### src/rtl/ssd_scan_mux.sv
// ssd_scan_mux: 4-digit seven-segment scanner with frame-coherent updates and leading-zero blanking
module ssd_scan_mux #(
  parameter int REFRESH_DIV = 100000,
  parameter int GUARD = 2
) (
  input  logic        clk,
  input  logic        rst_n,
  input  logic [15:0] value,
  input  logic        load,
  input  logic        blank_lz,
  input  logic        enable,
  output logic [3:0]  anodes,
  output logic [3:0]  digit_hex,
  output logic [1:0]  digit_idx,
  output logic        frame_done
);
  localparam int CW = REFRESH_DIV > 1 ? $clog2(REFRESH_DIV) : 1;
  localparam logic [CW-1:0] LAST = CW'(REFRESH_DIV - 1);
  localparam logic [CW-1:0] GQ = CW'(GUARD);
  logic [CW-1:0] cnt;
  logic [1:0] idx;
  logic [15:0] shown, pending;
  logic pend_v, blz_q, wrap, bound;
  logic [3:0] blk;
  assign wrap = cnt == LAST;
  assign bound = wrap && idx == 2'd3;
  always_ff @(posedge clk or negedge rst_n) begin
    if (!rst_n) begin
      cnt <= '0;
      idx <= '0;
      shown <= '0;
      pending <= '0;
      pend_v <= 1'b0;
      blz_q <= 1'b0;
      frame_done <= 1'b0;
    end else if (!enable) begin
      cnt <= '0;
      idx <= '0;
      frame_done <= 1'b0;
      blz_q <= blank_lz;
      shown <= load ? value : pend_v ? pending : shown;
      pend_v <= 1'b0;
    end else begin
      cnt <= wrap ? '0 : cnt + 1'b1;
      idx <= wrap ? idx + 2'd1 : idx;
      frame_done <= bound;
      if (bound) begin
        blz_q <= blank_lz;
        shown <= load ? value : pend_v ? pending : shown;
        pend_v <= 1'b0;
      end else if (load) begin
        pending <= value;
        pend_v <= 1'b1;
      end
    end
  end
  // a digit is blanked when it and everything above it is zero
  assign blk = {blz_q && shown[15:12] == 4'd0, blz_q && shown[15:8] == 8'd0,
                blz_q && shown[15:4] == 12'd0, 1'b0};
  always_comb begin
    anodes = 4'hF;
    for (int i = 0; i < 4; i++)
      anodes[i] = !(enable && idx == 2'(i) && cnt >= GQ && !blk[i]);
  end
  assign digit_hex = shown[{idx, 2'b00} +: 4];
  assign digit_idx = idx;
endmodule

### config.mk
export PLATFORM = sky130hd
export DESIGN_NAME = ssd_scan_mux
export DESIGN_NICKNAME = d
export VERILOG_FILES = /design/src/rtl/ssd_scan_mux.sv
export SDC_FILE = /design/constraint.sdc
export NUM_CORES = 1
export LEC_CHECK = 0
export CAP_MARGIN = 15
export CORE_UTILIZATION = 40
export DETAILED_ROUTE_END_ITERATION = 7
export SYNTH_ARGS = -nofsm -noshare
export SYNTH_HDL_FRONTEND = slang
export SYNTH_SLANG_ARGS = --single-unit
### constraint.sdc
create_clock -name clk -period 2.47 [get_ports clk]
set_input_delay 0.494 -clock clk [delete_from_list [all_inputs] [get_ports clk]]
set_output_delay 0.494 -clock clk [all_outputs]
set_load 0.01 [all_outputs]
==> metrics.txt <==
ANT cells=0; layout cells sized above 1=between 10% and 20%; max_cap viols=0; TNS Setup=0 ns; post-detailed-route DRC marker count=0; die width=86.1 µm; synthesized area=0.00283 mm²; Cells after Synth=264; crit path DAT=between 1.5 and 2 ns; Avg Synthesized Cell Area=10.7 µm²; PD cells=between 500 and 600 mW/mm²; clock root cell=clkbuf_8; status=complete, no violations; final hold slack=0.156 ns; CTS max path bufs=2; Lkg Pwr=roughly 0.0013 µW; Main synth FF type=dfrtp_1; endpoint class of the critical path=output port; most frequent cells in the layout=dfrtp_1 (53), nor2_1 (34), clkdlybuf4s50_1 (26); EDFF count, synth=0; CP Capture Point=digit_hex[0]; CTS Buf Count=5; most common cell after layout, fill and taps aside=dfrtp_1; largest net degree at the start of global routing=55; global-route wire length before repair=10,800 µm; mux contribution to synthesized area=11.0%; initial antenna violation count=0; Peak VDD IR=257 µV; met2 usage=26.3%; crit-path max FO=9; crit path cell chain=mux4_2, clkdlybuf4s50_1; R2R Setup Slk=0.29 ns; M1 GR Usage=30.3%; Final setup viols=0; RSZ-0062 raised after global routing=no; Cell variety after synth=40; port bufs=31; worst hold path type=in -> async; cts hold-fix bufs=0; start point of the critical path=digit_idx[0]$_DFFE_PN0P_; postcts setup bufs=0; Crit path required time=1.98 ns; FF+latch count, synth=between 50 and 60; core area=approximately 0.0068 mm²; sequential area share after synthesis=a little under half; fin crit period=2.35 ns; DR iter-0 viols=116; Fin Clk Skew=0.00648 ns; Synth Area in XOR/XNOR=4.03%; Worst path max stage delay=approximately 0.54 ns; post-DR vias/cell=5.25; DR vias=2,073; Total Wirelength=6340 µm; Critical Path Start Type=flip-flop; DP HPWL=between 4000 and 5000 µm; Clock transition at path regs=0.10 ns; area delta synth->final=19.7%; Initial DRT Pass Iterations=4; clock sink count=54; Placed Area=0.00327 mm²; Final Max Slew Viols=0; fmax=roughly 430 MHz; Worst-Margin Slew=1.02 ns; met3 Use GR=under 10%; total global-route track usage=between 10% and 20%; Initial Util=41.6%; # rows=30; syn_nets=291; main combinational cell family by area after synthesis=simple AND/OR/NAND/NOR gates; final hold vios=0; IO Pins=32; Chip Height=86.1 µm; ANT nets after route=0; H-tree Lvls=2; grt total ovfl=0; Async S/R FF share, synth=100%; nets=325; Routed wire per std cell=16.0 µm; Synth Area in Compound Gates=11.1%; Crit Reg-Reg Endpoint=pending[9]$_DFFE_PN0P_; simple-gate share of the synthesized area=19.2%; CTS tree=built; GP Congestion=a little under 0.8; vias in the first global route=2,115; post-route cell area=0.00339 mm²; die area=between 0.007 and 0.008 mm²; Post-Synth Adder-Cell Area=2.65%; Worst R2R Path Depth=7; critical path type=reg -> out; worst r2r src=cnt[1]$_DFF_PN0_; global routing's busiest layer=met1; synth warn=0; Slew headroom=31.6%; worst skew pair latency=0.31 ns; final worst path period share=95.1%; Slowest cell on crit path=mux4_2
[registers in the layout, summed over array words and instances, names as in the netlist]
signal and cells:
blz_q 1, cnt 17, digit_idx 2, frame_done 1, pend_v 1, pending 16, shown 16
[power breakdown]
part | switching (µW) | internal [µW]
logic | 135 | 168
registers | 53.4 | 967
clock network | 315 | 305
[cell usage after synthesis, types with 6 or more instances]
cell | instances | area, µm²
mux2_2 | 17 | 191
a21oi_1 | 17 | 85.1
o32a_1 | 14 | 140
nand2_1 | 14 | 52.6
nand4_1 | 6 | 37.5
nand3_1 | 10 | 50.1
nor2_1 | 34 | 128
nor2b_1 | 14 | 87.6
inv_1 | 8 | 30.0
nor4_1 | 8 | 50.1
clkbuf_1 | 8 | 30.0
ha_1 | 6 | 75.1
xnor2_1 | 10 | 87.6
dfrtp_1 | 54 | 1350
[layout make-up]
| cell class | count | area, µm² |
|---|---|---|
| repair buffers | 44 | 405 |
| inverters | 8 | 30.0 |
| well taps | 96 | 120 |
| fillers | 618 | 3410 |
| clock inverters | 3 | 43.8 |
| clock buffers | 5 | 68.8 |
| multi-input cells | 185 | 1370 |
| flip-flops and latches | 54 | 1350 |
[worst max-delay path: cells and delay by family (launching register included)]
family,cells,cell delay [ns]
flops,1,0.51
buf+inv,1,0.50
mux,1,0.54
[cells by family (layout without fill, tap and decap cells)]
logic type      after synthesis  in the layout
flops                        54             54
compound gates               40             40
simple gates                102            102
mux                          24             24
xor+xnor                     13             13
fa+ha+maj                     6              6
buf+inv                      25             60
[what timing repair did]
item                       in CTS  in global routing
hold endpoints to repair        0                  0
pin swaps                       1                  1
gates resized for setup         6                  7
setup endpoints to repair       8                  4
[per-layer routing]
metal,wire [µm],vias up
met4,59,0
met5,0,-
met1,3410,1008
met2,2630,38
met3,238,6
li1,-,1021
[stage by stage]
stage	setup slack [ns]	util, %	cells	power, µW
after floorplan	0.458	-	264	1200
after global placement	0.142	48.2	387	1330
after detailed placement	0.149	48.2	387	1340
after CTS	0.0588	49.8	395	1950
after global routing	0.0273	49.8	395	2030
final	0.122	49.8	395	1940
[worst min path at each step]
stage / startpoint / endpoint / slack, ns / cells after the start
3_5_place_dp: pending[14]$_DFFE_PN0P_ / pending[14]$_DFFE_PN0P_ / 0.49 / 1
3_3_place_gp: pending[14]$_DFFE_PN0P_ / pending[14]$_DFFE_PN0P_ / 0.49 / 1
6_report: rst_n / pending[7]$_DFFE_PN0P_ / 0.16 / 2
4_1_cts: rst_n / pending[7]$_DFFE_PN0P_ / 0.17 / 2
5_1_grt: rst_n / pending[6]$_DFFE_PN0P_ / 0.18 / 2
2_1_floorplan: rst_n / blz_q$_DFFE_PN0N_ / 0.20 / 0
Note: power is estimated with default switching activity, not from simulation.
